===== config.mk =====
export PLATFORM = sky130hd
export DESIGN_NAME = iter_shifter
export DESIGN_NICKNAME = d
export VERILOG_FILES = /design/src/rtl/iter_shifter.sv
export SDC_FILE = /design/constraint.sdc
export NUM_CORES = 1
export LEC_CHECK = 0
export ABC_AREA = 1
export CORE_ASPECT_RATIO = 1.25
export CORE_MARGIN = 5
export CORE_UTILIZATION = 40
export CTS_CLUSTER_SIZE = 28
export DETAILED_ROUTE_END_ITERATION = 16
export HOLD_SLACK_MARGIN = 0.12
export SETUP_SLACK_MARGIN = 0.5
export SYNTH_ARGS = -nofsm -noshare
export SYNTH_HDL_FRONTEND = slang
export SYNTH_SLANG_ARGS = --single-unit
export TNS_END_PERCENT = 30

===== constraint.sdc =====
create_clock -name clk -period 2.97 [get_ports clk]
set_input_delay 0.4455 -clock clk [delete_from_list [all_inputs] [get_ports clk]]
set_output_delay 0.4455 -clock clk [all_outputs]
set_load 0.01 [all_outputs]

===== src/rtl/iter_shifter.sv =====
// Multi-cycle shifter/rotator (SLL, SRL, SRA, ROR) that moves at most STEP positions per cycle.
// Latency 1 + ceil(shamt/STEP) from accept; one request in flight, result held until out_ready.
module iter_shifter #(
    parameter int WIDTH   = 32,
    parameter int SHAMT_W = 5,
    parameter int STEP    = 4
) (
    input  logic               clk,
    input  logic               rst_n,
    input  logic               in_valid,
    output logic               in_ready,
    input  logic [WIDTH-1:0]   in_data,
    input  logic [SHAMT_W-1:0] in_shamt,
    input  logic [1:0]         in_mode,
    output logic               out_valid,
    input  logic               out_ready,
    output logic [WIDTH-1:0]   out_data,
    output logic               busy
);

    typedef enum logic [1:0] {
        IDLE  = 2'd0,
        SHIFT = 2'd1,
        DONE  = 2'd2
    } state_t;

    localparam logic [1:0] MODE_SLL = 2'b00;
    localparam logic [1:0] MODE_SRL = 2'b01;
    localparam logic [1:0] MODE_SRA = 2'b10;
    localparam logic [1:0] MODE_ROR = 2'b11;

    // STEP may equal WIDTH, which needs one bit more than the shift amount.
    localparam logic [SHAMT_W:0] STEP_LIM = (SHAMT_W+1)'(STEP);

    state_t               state;
    state_t               state_nxt;
    logic [WIDTH-1:0]     work;
    logic [WIDTH-1:0]     work_nxt;
    logic [WIDTH-1:0]     shifted;
    logic [WIDTH-1:0]     out_data_nxt;
    logic [SHAMT_W-1:0]   rem;
    logic [SHAMT_W-1:0]   rem_nxt;
    logic [1:0]           mode;
    logic [1:0]           mode_nxt;
    logic [SHAMT_W:0]     step_amt;

    always_comb begin
        if ({1'b0, rem} < STEP_LIM) begin
            step_amt = {1'b0, rem};
        end else begin
            step_amt = STEP_LIM;
        end
    end

    // A STEP-way mux of constant shifts keeps the datapath narrow.
    always_comb begin
        shifted = work;
        for (int k = 1; k <= STEP; k++) begin
            if (int'(step_amt) == k) begin
                case (mode)
                    MODE_SLL: shifted = work << k;
                    MODE_SRL: shifted = work >> k;
                    MODE_SRA: shifted = WIDTH'($signed(work) >>> k);
                    MODE_ROR: shifted = (work >> k) | (work << (WIDTH - k));
                    default:  shifted = work;
                endcase
            end
        end
    end

    always_comb begin
        state_nxt    = state;
        work_nxt     = work;
        rem_nxt      = rem;
        mode_nxt     = mode;
        out_data_nxt = out_data;
        in_ready     = 1'b0;
        out_valid    = 1'b0;
        busy         = (state != IDLE);
        case (state)
            IDLE: begin
                in_ready = 1'b1;
                if (in_valid) begin
                    work_nxt = in_data;
                    rem_nxt  = in_shamt;
                    mode_nxt = in_mode;
                    if (in_shamt == '0) begin
                        state_nxt    = DONE;
                        out_data_nxt = in_data;
                    end else begin
                        state_nxt = SHIFT;
                    end
                end
            end
            SHIFT: begin
                work_nxt = shifted;
                rem_nxt  = rem - step_amt[SHAMT_W-1:0];
                if (rem_nxt == '0) begin
                    state_nxt    = DONE;
                    out_data_nxt = shifted;
                end
            end
            DONE: begin
                out_valid = 1'b1;
                if (out_ready) begin
                    state_nxt = IDLE;
                end
            end
            default: begin
                state_nxt = IDLE;
            end
        endcase
    end

    always_ff @(posedge clk) begin
        if (!rst_n) begin
            state    <= IDLE;
            work     <= '0;
            rem      <= '0;
            mode     <= '0;
            out_data <= '0;
        end else begin
            state    <= state_nxt;
            work     <= work_nxt;
            rem      <= rem_nxt;
            mode     <= mode_nxt;
            out_data <= out_data_nxt;
        end
    end

endmodule


Word-level counts from Yosys, hierarchy flattened

Index checks and enable logic that the tools add are counted.
Widths: inputs -> output; s select.

Register bits: 73
Output and inout bits: 35
Logic and storage cells: 58

Bitwise logic cells: 4
Eq/ne operators: 13
Muxes and demuxes: 24
$lt $le $gt $ge: 1
Add/sub/neg operators: 1
Reductions and logical operators: 10

Operators by type and width:

| kind               | count |
|---|---|
| $pmux 32 s4        | 4 |
| $mux 32            | 8 |
| $pmux 32 s2        | 2 |
| $or 28x32->32      | 1 |
| $or 29x32->32      | 1 |
| $or 30x32->32      | 1 |
| $or 31x32->32      | 1 |
| $eq 5x2->1 const B | 2 |
| $logic_not 5->1    | 2 |
| $mux 5             | 2 |
| $pmux 5 s2         | 1 |
| $mux 2             | 4 |
| $ne 2x2->1 const B | 4 |
| $eq 2x2->1 const B | 3 |
| $eq 6x2->1 const B | 1 |
| $pmux 2 s3         | 1 |
| $eq 5x3->1 const B | 1 |
| $lt 5x3->1 const B | 1 |
| $sub 5x5->5        | 1 |
| $eq 2x1->1 const B | 2 |
| $logic_not 2->1    | 2 |
| $reduce_and 2->1   | 2 |
| $reduce_and 4->1   | 1 |
| $reduce_bool 2->1  | 2 |
| other kinds (2)    | 3 |

Depth between registers and ports, before layout

Word-level depth: 9
Gate-level depth with buffers: 16

Least setup slack after synthesis

No wires, ideal clock.

Path kind: reg2reg
From: register rem[4]
To: register out_data[22]
Cell stages (with the launch flop): 11
Period minus slack after synthesis: 1828 ps
Path buffers: 1
Slack: 1142 ps
Arrival time: 1715 ps
Cells stage by stage: dfxtp_1 > nor2_2 > nand2_2 > nand2_2 > ha_1 > nand3b_1 > o21ai_1 > nand3_2 > buf_2 > nor2_1 > nor2_1

Longest elaborated chain between the ends: 9
Elaborated cells on any way between the ends: 16
Those cells by class: 1 x add/sub; 1 x order compare; 5 x eq/ne; 7 x mux; 2 x reduce/logical

RTL lines:

| what                                               | line | source |
|---|---|---|
| from (decl)                                        | 41   | `logic [SHAMT_W-1:0] rem;` |
| from (signal assigned)                             | 125  | `rem <= rem_nxt;` |
| branches (longest 9 deep; another with $lt 5x3->1) | n/a  |  |
| to (signal assigned)                               | 127  | `out_data <= out_data_nxt;` |
| to (decl)                                          | 17   | `output logic [WIDTH-1:0] out_data,` |

Several ways; the timed one is not identified. The select of a mux whose other input is x is not followed.
A chain may end at the register's enable or synchronous reset.

Final worst setup path

From: register rem[4]
To: register out_data[5]

Same word-level chain as after synthesis.

==> flow_summary.ini <==
[flow_run]
cap_violations = 0

[cts]
htree_levels = 3
clkLatencyLatePin_ns = 0.35
cts_max_path_buffers = 2
postCtsSetupRepairBufs = 0
cts_sinks = 73
path_clk_slew_ns = 0.06
post_cts_resized = 0
tritoncts = yes
holdBufCountCts = 0
cts_buffers = 9
cts_root_buffer = clkbuf_16

[floorplan]
die_area_mm2 = 0.01591
dieHeight_um = 139.8
rows = 47
die_w_um = 113.8
core_area_mm2 = 0.01323
io_pins = 78
start_util_pct = 40.74

[routing]
ant_nets = 0
viasPerCell = 5.217
routed_wl_um = 19120
drcViolationCount = 0
drt_iter0_markers = 482
wl_per_cell_um = 15.85
firstDrtPassIters = 5
vias = 6292

[timing]
relSlewSlack_pct = 52.38
setup_viol_count_final = 0
clock.fmax_mhz = 468.7
tightest_slew_ns = 0.7100
min_period_over_period_pct = 71.83
hold_viol = 0
final.setup.tns_ns = 0
fin_crit_ns = 2.133
hold_slack_ns = 0.5101
worst_clock_skew_ns = 0.003786
rsz0062_at_grt = false
worst_slack_ns = 0.8365
slew_violations = 0

[grt]
overflow = 0
grt_max_degree = 55
grt_pass1_vias = 5977
gr-usage-all-layers_pct = 24.11
grt_antenna_before_repair = 0
grt_pass1_wl_um = 30830

[worst_hold_path]
hold_path_class = reg -> reg

[power_and_ir_drop]
ir_drop_mv = 0.4196
power_leakage_nw = 3.341
power.share.clock_pct = 23.6
power_density_mw_per_mm2 = 735.2
internal-power_mw = 2.726
p_switching_mw = 2.117
combPwrFrac_pct = 48.1
seq_power_share_pct = 28.2
p_sw_share_pct = 43.72

[place]
place_inst = 1191
gp_congestion = 0.8916
dp_hpwl_um = 13270
pre_cts_slack_ns = 0.8115
portBuffers = 77

[synth]
syn_area_mm2 = 0.005390
synth_edf_count = 0
avgSynthCellArea_um2 = 5.500
syn-instance-count = 980
ys.flop_type = dfxtp_1
synth_seq_area_share_pct = 27.11
ys_warn_count = 0
yosys_register_bits = 73
synth_async_sr_flop_share_pct = 0
synthDistinctLibCells = 30
synthesis.nets = 1024

[cells_and_area]
nNetsFinal = 1075
num_antenna_cells = 0
area_delta_synth_final_pct = 22.21
final_cells = 1206
drive_gt1_share_pct = 4.928

[critical_path]
start_kind = register
end_kind = register
arrival_ns = 2.38
worstPathRequired_ns = 3.22
path_class = reg -> reg
worstPathMaxFanout = 12

[outcome]
status = finished, final reports clean
state kept, by name (all words and copies together) (netlist names):
signal	count
rem	5
out_data	32
mode	2
state	2
work	32
placed cells by master, fill, tap and decap left out:
| cell | count |
|---|---|
| nand2_1 | 286 |
| nand3_1 | 147 |
| inv_1 | 128 |
| nor2_1 | 116 |
| a21oi_1 | 81 |
| clkdlybuf4s50_1 | 76 |
| dfxtp_1 | 72 |
| o21ai_0 | 37 |
| buf_4 | 21 |
| o211ai_1 | 19 |
| clkbuf_16 | 9 |
| nand2_2 | 4 |
| a31oi_1 | 4 |
| nor2_2 | 3 |
| inv_2 | 3 |
| and2_1 | 3 |
| nand4_1 | 3 |
| clkinv_1 | 2 |
| nor3_1 | 2 |
| clkbuf_8 | 2 |
| nor2_4 | 1 |
| o22ai_1 | 1 |
| a221oi_1 | 1 |
| nand3b_1 | 1 |
| o21ai_1 | 1 |
| a21oi_2 | 1 |
| nand3_2 | 1 |
| a211oi_1 | 1 |
| a41oi_1 | 1 |
| ha_1 | 1 |
| conb_1 | 1 |
| bufinv_16 | 1 |
| inv_6 | 1 |
| clkinvlp_4 | 1 |
| clkinv_2 | 1 |
| buf_2 | 1 |
| dfxtp_2 | 1 |
kinds of logic (layout without fill, tap and decap cells):
kind of cell    after synthesis  count (layout)  synth area share, %
other cells                   1               1              0.06957
buf+inv                     191             246                13.81
fa+ha+maj                     1               1               0.2321
compound gates              147             147                14.90
flops                        73              73                27.11
simple gates                567             567                43.87
worst max-delay path, stage by stage (launching register included):
cell and delay [ns]:
dfxtp_1 0.33, nor2_2 0.17, nand2_2 0.09, nand2_2 0.09, ha_1 0.24, nand3b_1 0.18, nor2_1 0.11, nand3_1 0.07
nand2_1 0.46, nand3_1 0.14, nand2_1 0.09, nor2_1 0.05
layer usage:
| layer | wire, µm | track usage (%) | vias up |
|---|---|---|---|
| met5 | 0 | 0 | - |
| met4 | 490 | 9.694 | 0 |
| met3 | 1281 | 4.255 | 36 |
| met2 | 8611 | 38.29 | 214 |
| met1 | 8738 | 32.27 | 2832 |
| li1 | - | - | 3210 |
per-stage QoR:
stage / utilization [%] / area [µm²] / power [mW]
2_1_floorplan: - / 5390 / 2.945
3_3_place_gp: 47.49 / 6284 / 3.701
3_5_place_dp: 47.49 / 6284 / 3.690
4_1_cts: 49.79 / 6588 / 4.850
5_1_grt: 49.79 / 6588 / 5.217
6_report: 49.79 / 6588 / 4.843
synth_stat cells (2+ instances only):
cell type  instances  area (µm²)
nand2_2            4       25.02
o21ai_0           37       185.2
nand4_1            3       18.77
inv_1            128       480.5
nand3_1          147       735.7
a21oi_1           81       405.4
nor3_1             2       10.01
nor2_1           116       435.4
a31oi_1            4       25.02
nor2_2             3       18.77
buf_1              7       26.28
buf_2             22       110.1
inv_2              3       11.26
dfxtp_1           73        1461
clkbuf_1          29       108.9
o211ai_1          19       142.6
clkinv_1           2       7.510
nand2_1          286        1074
and2_1             3       18.77
path summary, 6_finish.rpt:
kind / slack [ns] / startpoint / cells past startpoint / end
max reg2reg: 0.84 / rem[4] / 11 / out_data[5]
min: 0.51 / out_data[28] / 4 / out_data[28]
min reg2reg: 0.51 / out_data[28] / 4 / out_data[28]
max: 0.84 / rem[4] / 11 / out_data[5]
power groups by stage:
stage	Combinational, mW	Clock [mW]	Sequential [mW]
global route	2.62	1.20	1.39
floorplan	1.60	0	1.35
CTS	2.32	1.16	1.36
detailed placement	2.31	0	1.38
global placement	2.32	0	1.38
finish	2.33	1.15	1.37
layout make-up:
cell class / instances / area, µm²
Clock inverter: 4 / 51.30
Clock buffer: 11 / 252.7
Fill cell: 1506 / 6644
Inverter: 133 / 499.2
Multi-Input combinational cell: 716 / 3184
Timing Repair Buffer: 98 / 923.4
Tap cell: 171 / 214.0
Sequential cell: 73 / 1463
Power figures use the tool's default switching activity.
